--- config.mk ---
export PLATFORM = sky130hd
export DESIGN_NAME = retire_trace_buffer_flat
export DESIGN_NICKNAME = d
export VERILOG_FILES = /design/src/rtl/retire_trace_buffer_if.sv /design/src/rtl/retire_trace_buffer.sv /design/src/flat_wrapper.sv
export SDC_FILE = /design/constraint.sdc
export NUM_CORES = 2
export LEC_CHECK = 0
export BUFFER_PORTS_ARGS = -buffer_cell sky130_fd_sc_hd__buf_4
export CORE_MARGIN = 3
export CORE_UTILIZATION = 60
export CTS_BUF_LIST = sky130_fd_sc_hd__clkbuf_8
export DETAILED_ROUTE_END_ITERATION = 8
export GPL_TIMING_DRIVEN = 0
export PLACE_DENSITY = 0.78
export SLEW_MARGIN = 20
export SYNTH_ARGS = -nofsm -noshare
export SYNTH_HDL_FRONTEND = slang
export SYNTH_SLANG_ARGS = --single-unit
--- constraint.sdc ---
create_clock -name clk -period 18.6 [get_ports clk]
set_input_delay 0 -clock clk [delete_from_list [all_inputs] [get_ports clk]]
set_output_delay 0 -clock clk [all_outputs]
set_load 0.05 [all_outputs]
--- src/rtl/retire_trace_buffer_if.sv ---
// retire_trace_buffer_if: retire-group input bus and trace drain handshake for the retire trace buffer
interface retire_trace_buffer_if #(parameter int NUM_CH = 1);
  logic [NUM_CH-1:0]      ret_valid;
  logic [32*NUM_CH-1:0]   ret_pc;
  logic [32*NUM_CH-1:0]   ret_instr;
  logic [NUM_CH-1:0]      ret_wr_en;
  logic [5*NUM_CH-1:0]    ret_wr_reg;
  logic [32*NUM_CH-1:0]   ret_wr_data;
  logic [32*NUM_CH-1:0]   ret_v0;
  logic                   trc_valid;
  logic                   trc_ready;
  logic [31:0]            trc_seq;
  logic [31:0]            trc_pc;
  logic [31:0]            trc_instr;
  logic [31:0]            trc_wr_data;
  logic                   trc_wr_en;
  logic [4:0]             trc_wr_reg;
  modport master (
    output ret_valid, ret_pc, ret_instr, ret_wr_en, ret_wr_reg, ret_wr_data, ret_v0, trc_ready,
    input  trc_valid, trc_seq, trc_pc, trc_instr, trc_wr_data, trc_wr_en, trc_wr_reg
  );
  modport slave (
    input  ret_valid, ret_pc, ret_instr, ret_wr_en, ret_wr_reg, ret_wr_data, ret_v0, trc_ready,
    output trc_valid, trc_seq, trc_pc, trc_instr, trc_wr_data, trc_wr_en, trc_wr_reg
  );
endinterface

--- src/rtl/retire_trace_buffer.sv ---
// retire_trace_buffer: multi-lane retire capture FIFO with sequence tags, end-of-test detect and counters.
// Optional watchdog enabled by defining TRACE_TIMEOUT_EN.
module retire_trace_buffer #(
  parameter int NUM_CH         = 1,
  parameter int DEPTH          = 16,
  parameter int TIMEOUT_CYCLES = 1024
) (
  input  logic                  clk,
  input  logic                  reset,
  retire_trace_buffer_if.slave  bus,
  output logic                  stall_req,
  output logic                  overflow,
  output logic                  done,
  output logic [31:0]           cycle_count,
  output logic [31:0]           retire_count,
  output logic                  timeout
);
  localparam int AW = $clog2(DEPTH);
  typedef struct packed {
    logic [31:0] seq;
    logic [31:0] pc;
    logic [31:0] instr;
    logic [31:0] wr_data;
    logic        wr_en;
    logic [4:0]  wr_reg;
  } entry_t;
  entry_t      mem_q [DEPTH];
  entry_t      mem_d [DEPTH];
  entry_t      head;
  logic [AW:0] wr_q, wr_d, rd_q, rd_d, free, n;
  logic [31:0] seq_q, seq_d, cyc_q, cyc_d, ret_q, ret_d, add;
  logic        ovf_q, ovf_d, done_q, done_d, stop, pop;
  // Lanes are compacted in order; a terminal lane stops the scan so younger lanes vanish silently.
  always_comb begin
    free   = (AW+1)'(DEPTH) - (wr_q - rd_q);
    mem_d  = mem_q;
    n      = '0;
    add    = '0;
    stop   = done_q;
    ovf_d  = ovf_q;
    done_d = done_q;
    for (int i = 0; i < NUM_CH; i++) begin
      if (bus.ret_valid[i] && !stop) begin
        add = add + 32'd1;
        if (n < free) begin
          mem_d[wr_q[AW-1:0] + n[AW-1:0]] = '{seq: seq_q + 32'(n), pc: bus.ret_pc[32*i +: 32],
            instr: bus.ret_instr[32*i +: 32], wr_data: bus.ret_wr_data[32*i +: 32],
            wr_en: bus.ret_wr_en[i], wr_reg: bus.ret_wr_reg[5*i +: 5]};
          n = n + (AW+1)'(1);
          if (bus.ret_instr[32*i +: 32] == 32'h0000000C && bus.ret_v0[32*i +: 32] == 32'h0000000A) begin
            stop   = 1'b1;
            done_d = 1'b1;
          end
        end else ovf_d = 1'b1;
      end
    end
  end
  always_comb begin
    pop   = bus.trc_valid && bus.trc_ready;
    wr_d  = wr_q + n;
    rd_d  = rd_q + (AW+1)'(pop);
    seq_d = seq_q + 32'(n);
    ret_d = ret_q + add;
    cyc_d = done_q ? cyc_q : cyc_q + 32'd1;
  end
  always_ff @(posedge clk) mem_q <= mem_d;
  always_ff @(posedge clk) begin
    if (reset) begin
      wr_q   <= '0;
      rd_q   <= '0;
      seq_q  <= '0;
      cyc_q  <= '0;
      ret_q  <= '0;
      ovf_q  <= 1'b0;
      done_q <= 1'b0;
    end else begin
      wr_q   <= wr_d;
      rd_q   <= rd_d;
      seq_q  <= seq_d;
      cyc_q  <= cyc_d;
      ret_q  <= ret_d;
      ovf_q  <= ovf_d;
      done_q <= done_d;
    end
  end
`ifdef TRACE_TIMEOUT_EN
  logic [31:0] wd_q, wd_d;
  logic        to_q, to_d;
  always_comb begin
    wd_d = done_q ? wd_q : (|bus.ret_valid) ? '0 : to_q ? wd_q : wd_q + 32'd1;
    to_d = to_q || (wd_d >= 32'(TIMEOUT_CYCLES));
  end
  always_ff @(posedge clk) begin
    if (reset) begin
      wd_q <= '0;
      to_q <= 1'b0;
    end else begin
      wd_q <= wd_d;
      to_q <= to_d;
    end
  end
  assign timeout = to_q;
`else
  assign timeout = TIMEOUT_CYCLES < 0;
`endif
  assign head            = mem_q[rd_q[AW-1:0]];
  assign bus.trc_valid   = wr_q != rd_q;
  assign bus.trc_seq     = bus.trc_valid ? head.seq     : '0;
  assign bus.trc_pc      = bus.trc_valid ? head.pc      : '0;
  assign bus.trc_instr   = bus.trc_valid ? head.instr   : '0;
  assign bus.trc_wr_data = bus.trc_valid ? head.wr_data : '0;
  assign bus.trc_wr_en   = bus.trc_valid ? head.wr_en   : 1'b0;
  assign bus.trc_wr_reg  = bus.trc_valid ? head.wr_reg  : '0;
  assign stall_req       = (free < (AW+1)'(NUM_CH)) || done_q || timeout;
  assign overflow        = ovf_q;
  assign done            = done_q;
  assign cycle_count     = cyc_q;
  assign retire_count    = ret_q;
endmodule

--- src/flat_wrapper.sv ---
// flat-port wrapper written by rule: the top's interface ports become plain ports
module retire_trace_buffer_flat 
#(
  parameter int NUM_CH         = 1,
  parameter int DEPTH          = 16,
  parameter int TIMEOUT_CYCLES = 1024
)
  (clk, reset, stall_req, overflow, done, cycle_count, retire_count, timeout, bus_ret_valid, bus_ret_pc, bus_ret_instr, bus_ret_wr_en, bus_ret_wr_reg, bus_ret_wr_data, bus_ret_v0, bus_trc_ready, bus_trc_valid, bus_trc_seq, bus_trc_pc, bus_trc_instr, bus_trc_wr_data, bus_trc_wr_en, bus_trc_wr_reg);
  retire_trace_buffer_if #(.NUM_CH(NUM_CH)) bus_i ();
  input  logic clk;
  input  logic reset;
  output logic stall_req;
  output logic overflow;
  output logic done;
  output logic [31:0] cycle_count;
  output logic [31:0] retire_count;
  output logic timeout;
  input wire logic [$bits(bus_i.ret_valid)-1:0] bus_ret_valid;
  input wire logic [$bits(bus_i.ret_pc)-1:0] bus_ret_pc;
  input wire logic [$bits(bus_i.ret_instr)-1:0] bus_ret_instr;
  input wire logic [$bits(bus_i.ret_wr_en)-1:0] bus_ret_wr_en;
  input wire logic [$bits(bus_i.ret_wr_reg)-1:0] bus_ret_wr_reg;
  input wire logic [$bits(bus_i.ret_wr_data)-1:0] bus_ret_wr_data;
  input wire logic [$bits(bus_i.ret_v0)-1:0] bus_ret_v0;
  input wire logic [$bits(bus_i.trc_ready)-1:0] bus_trc_ready;
  output wire logic [$bits(bus_i.trc_valid)-1:0] bus_trc_valid;
  output wire logic [$bits(bus_i.trc_seq)-1:0] bus_trc_seq;
  output wire logic [$bits(bus_i.trc_pc)-1:0] bus_trc_pc;
  output wire logic [$bits(bus_i.trc_instr)-1:0] bus_trc_instr;
  output wire logic [$bits(bus_i.trc_wr_data)-1:0] bus_trc_wr_data;
  output wire logic [$bits(bus_i.trc_wr_en)-1:0] bus_trc_wr_en;
  output wire logic [$bits(bus_i.trc_wr_reg)-1:0] bus_trc_wr_reg;
  assign bus_i.ret_valid = bus_ret_valid;
  assign bus_i.ret_pc = bus_ret_pc;
  assign bus_i.ret_instr = bus_ret_instr;
  assign bus_i.ret_wr_en = bus_ret_wr_en;
  assign bus_i.ret_wr_reg = bus_ret_wr_reg;
  assign bus_i.ret_wr_data = bus_ret_wr_data;
  assign bus_i.ret_v0 = bus_ret_v0;
  assign bus_i.trc_ready = bus_trc_ready;
  assign bus_trc_valid = bus_i.trc_valid;
  assign bus_trc_seq = bus_i.trc_seq;
  assign bus_trc_pc = bus_i.trc_pc;
  assign bus_trc_instr = bus_i.trc_instr;
  assign bus_trc_wr_data = bus_i.trc_wr_data;
  assign bus_trc_wr_en = bus_i.trc_wr_en;
  assign bus_trc_wr_reg = bus_i.trc_wr_reg;
  retire_trace_buffer #(.NUM_CH(NUM_CH), .DEPTH(DEPTH), .TIMEOUT_CYCLES(TIMEOUT_CYCLES)) u_core (.clk(clk), .reset(reset), .bus(bus_i), .stall_req(stall_req), .overflow(overflow), .done(done), .cycle_count(cycle_count), .retire_count(retire_count), .timeout(timeout));
endmodule
Yosys cells after proc, flatten, opt, wreduce, memory -nomap -nowiden:

Cells that the tools add are included.

* output and inout port bits: 203
* logic and storage cells: 145
* input port bits: 138
* bits in registers: 2252

* $lt $le $gt $ge: 5
* add/subtract/negate cells: 7
* bitwise logic cells: 3
* equal/unequal tests: 3
* reduce and logical (&&, ||, !) cells: 9
* multiplexer cells: 15

Operators by type and width (number)
* bitwise mux 2144 bit: 1
* binary-select mux 134 bit (select 4 bit): 1
* demux 134 bit (select 4 bit): 1
* 2-to-1 mux 134 bit: 3
* 2-to-1 mux 32 bit: 4
* == test 32 x 4 -> 1 bit, second input constant: 2
* adder 32 x 1 -> 32 bit: 1
* adder 32 x 1 -> 32 bit, second input constant: 1
* adder 32 x 5 -> 32 bit: 1
* greater-or-equal comparator 5 bit, second input constant: 2
* less-than comparator 5 x 1 -> 1 bit, second input constant: 2
* 2-to-1 mux 5 bit: 2
* inverter 4 -> 5 bit: 2
* adder 5 x 1 -> 5 bit: 1
* adder 5 bit: 1
* less-than comparator 1 x 5 -> 1 bit, first input constant: 1
* inequality test 5 bit: 1
* subtractor 5 bit: 1
* subtractor 5 bit, first input constant: 1
* logical AND 1 bit: 4
* AND reduction 2 bit: 2
* 2-to-1 mux 1 bit: 3
* AND reduction 3 bit: 1
* logical NOT 1 bit: 1
* 2 further kinds: 2

Logic depth before layout (Yosys ltp):

* depth after elaboration: 6
* mapped depth: 22
* mapped depth without buffers: 18

Worst setup path before layout:

Ideal clock, no wire load.

* path type: register -> register
* start point: register u_core.rd_q[0]
* end point: register u_core.mem_q[1474] in the netlist's numbering, enable pin
* required time: 17.645 ns
* path buffers: 4
* path slack: 2.443 ns
* cell stages (with the launch flop): 16
* setup time: 0.955 ns
* arrival time: 15.202 ns
* path through: dfxtp_1 -> buf_6 -> buf_6 -> buf_4 -> inv_1 -> ha_1 -> inv_1 -> ha_1 -> inv_1 -> fa_1 -> xor2_1 -> and4b_1 -> o21ai_1 -> nand2_1 -> clkbuf_1 -> nor4_1

* longest elaborated chain between the ends: 4

RTL lines
* start: declaration: line retire_trace_buffer.sv:30 `logic [AW:0] wr_q, wr_d, rd_q, rd_d, free, n;`
* start signal: assignment: line retire_trace_buffer.sv:78 `rd_q <= rd_d;`
* subtractor 5 bit (2 in series): line retire_trace_buffer.sv:35 `free = (AW+1)'(DEPTH) - (wr_q - rd_q);`
* less-than comparator 1 x 5 -> 1 bit: line retire_trace_buffer.sv:45 `if (n < free) begin`
* AND reduction 2 bit (no line)
* end signal: assignment: line retire_trace_buffer.sv:66 `always_ff @(posedge clk) mem_q <= mem_d;`
* end: declaration: line retire_trace_buffer.sv:27 `entry_t mem_q [DEPTH];`

No other way between the ends.
A chain may end at the register's enable or synchronous reset.

Worst setup path after layout:

* start point: register u_core.rd_q[0]
* end point: register u_core.mem_q[2039] in the netlist's numbering, enable pin

The elaborated chain is that of the path after synthesis.

==> summary.txt <==
Global routing
  – Overflow left after global routing: 0
  – Initial antenna violation count: 18
  – Pin count of the biggest net entering global routing: 22
  – Vias in the first global route: 46500
  – First-pass GRT wire length: 318 mm
  – Gr usage total: 0.302

Clock network
  – Cts repair resizes: 0
  – Clock Tree Buf Depth: 4
  – CTS tree: built
  – Clock slew seen by the registers of the worst setup and hold paths: 0.06 ns
  – Hold-fix buffers, CTS: 216
  – Post-CTS Setup Bufs: 0
  – CTS root buffer: clkbuf_8
  – CTS Buf Count: between 300 and 400
  – H-tree depth: 5
  – TritonCTS Sinks: 2252
  – Clk Latency, worst-skew pair: 1.03 ns

Run status
  – Run status: complete, no violations

Setup path
  – Worst EP required: slightly below 20 ns
  – Critical path type: reg2reg
  – Critical Path Fanout Max: 10
  – Crit path launch type: register
  – CP Capture Type: register
  – CP arrival: 7.02 ns

Timing
  – Final Skew: 0.0540 ns
  – Final min period: 6.30 ns
  – Slew @ Worst Pin: 1.18 ns
  – Hold Slack: 0.278 ns
  – Fin. Hold Viols: 0
  – Fin worst setup slack: between 10 and 15 ns
  – Setup-failing EPs final: 0
  – Pins over their slew limit: 0
  – Final period util: 0.339
  – Fmax: 159 MHz
  – RSZ-0062 raised after global routing: no
  – Slew Limit Headroom: 0.211
  – Final TNS setup: 0 ns

Yosys
  – #FFs+latches synth: about 2300
  – Yosys top cell area share: 0.747
  – Area leader, netlist: edfxtp_1
  – Post-synthesis async set-or-reset flop share: 0
  – Post-synth top cells: edfxtp_1, mux4_2, nor2b_1, dfxtp_1, nor2_1
  – Synth cell types: 39
  – Register area share after synthesis: 0.772
  – Synth warn: 0
  – Mapped cell area: 86200 um2
  – Most common cell in the netlist: edfxtp_1
  – EDFF count, synth: 2144
  – Most common flop cell mapped by yosys: edfxtp_1
  – Synth top area cells: edfxtp_1, mux4_2, dfxtp_1, nor2b_1, xor2_1
  – Mapped Avg Cell Area: 23.2 um2
  – Mapped Nets: 3870
  – Mapped Cells: 3714

Floorplan
  – I/O pin cnt: between 300 and 400
  – DIE HEIGHT: 385 um
  – Die X: 385 um
  – Core area: 142000 um2
  – Die area: 148000 um2
  – Initial Utilization: 0.607
  – Row count: 138

Pwr
  – Peak supply drop: about 160 uV
  – Power Total: 13.3 mW
  – Power Dens Cells: 130 nW/um2
  – Lkg Pwr: 34.1 nW

Place
  – Dpl ws: 12.44 ns
  – Global placement routability congestion: 0.794
  – # port buffers: 338
  – Placed inst area: roughly 94000 um2
  – Post-detail-place hpwl: 147 mm

Detailed routing
  – Met3 routed WL: 27.9 mm
  – First drt pass iteration count: 6
  – Via/cell ratio: 6.35
  – WL met2: between 100 and 150 mm
  – Vias: roughly 46000
  – DRT met1 WL: 80.0 mm
  – WL final: 219 mm
  – Antenna Nets Post-Route: 0
  – Drt drc: 0
  – Top sig layer: met5
  – DRT iter0 DRCs: 6834
  – WL per Instance: 30.5 um

Job
  – Max_cap viols: 0

Min path
  – Hold WC Path Type: in2reg

Cells and area
  – Layout cell share with drive strength beyond 1: 0.366
  – # nets final: 5203
  – Layout area overhead: 19.1%
  – Final Cell Area: slightly above 100000 um2
==> final timing paths <==
path	from	end	slack, ns	cells past startpoint
worst max register to register	u_core.rd_q[0]	u_core.mem_q[2039]	12.30	23
worst max-delay path	u_core.rd_q[0]	u_core.mem_q[2039]	12.30	23
worst min register to register	u_core.cycle_count[6]	u_core.cycle_count[6]	0.52	2
worst min-delay path	reset	u_core.retire_count[19]	0.28	4
==> layout by cell type, fill, tap and decap left out, types with 29 or more instances in the layout <==
cell type / instances
mux4_2: 670
clkbuf_8: 370
clkinv_1: 68
edfxtp_1: 2144
dfxtp_1: 108
nand3_1: 43
nand4_1: 29
buf_1: 29
dlygate4sd3_1: 216
buf_2: 148
inv_1: 149
clkbuf_1: 77
nand2_1: 32
xnor2_1: 38
xor2_1: 57
buf_6: 68
nor2b_1: 145
nor2_1: 103
buf_4: 609
==> worst max-delay path, stage by stage (launching register included) <==
cell and delay [ns]:
dfxtp_1 0.46, buf_6 0.17, buf_6 0.23, buf_4 0.33, inv_1 0.08, ha_1 0.20
inv_1 0.05, ha_1 0.17, inv_1 0.07, fa_1 0.43, xor2_1 0.17, and4b_1 0.21
o21ai_1 0.12, nand2_1 0.31, nor4_2 0.80, buf_2 0.33, buf_4 0.19, buf_4 0.18
buf_2 0.23, buf_2 0.27, buf_4 0.21, buf_2 0.24, buf_2 0.27, buf_4 0.21
==> power by group <==
group / internal, mW / switching, mW
logic: 1.47 / 2.32
clock network: 1.85 / 1.83
registers: 5.77 / 0.0579
==> cells by family after synthesis <==
| family | Yosys count | share of synthesized area |
|---|---|---|
| xor gates and xnor gates | 96 | 0.00991 |
| DFF | 2252 | 0.772 |
| adders and majority gates | 18 | 0.00270 |
| and+or+nand+nor | 455 | 0.0287 |
| AOI/OAI and AO/OA | 14 | 0.000856 |
| muxes | 671 | 0.175 |
| buffers and inverters | 207 | 0.0108 |
| other | 1 | 0.0000435 |
==> layer usage <==
layer  vias up  GRT usage
li1      18400          -
met1     23600      0.430
met2      3252      0.460
met3       387     0.0848
met4         6     0.0993
met5         -          0
==> sequential cells by signal, indices dropped and copies added, names as in the netlist <==
signal               cells
u_core.cycle_count      32
u_core.done              1
u_core.mem_q          2144
u_core.overflow          1
u_core.rd_q              5
u_core.retire_count     32
u_core.seq_q            32
u_core.wr_q              5
==> metrics by stage <==
stage          std cells   util
6_report            7190  0.722
5_1_grt             7185  0.722
4_1_cts             7176  0.722
3_5_place_dp        6363  0.664
3_3_place_gp        5942  0.641
2_1_floorplan       3714      -
==> final cells by class <==
class                   count  area, um2
repair buffers            975       7860
flip-flops and latches   2252      66500
clock inverters           227        960
multi-input cells        1255      18900
plain buffers             186        871
inverters                  21       78.8
fillers                  7881      39400
clock buffers             370       5090
diodes                     14       35.0
well taps                1890       2360
No activity file was read; power rests on OpenSTA's default activity.
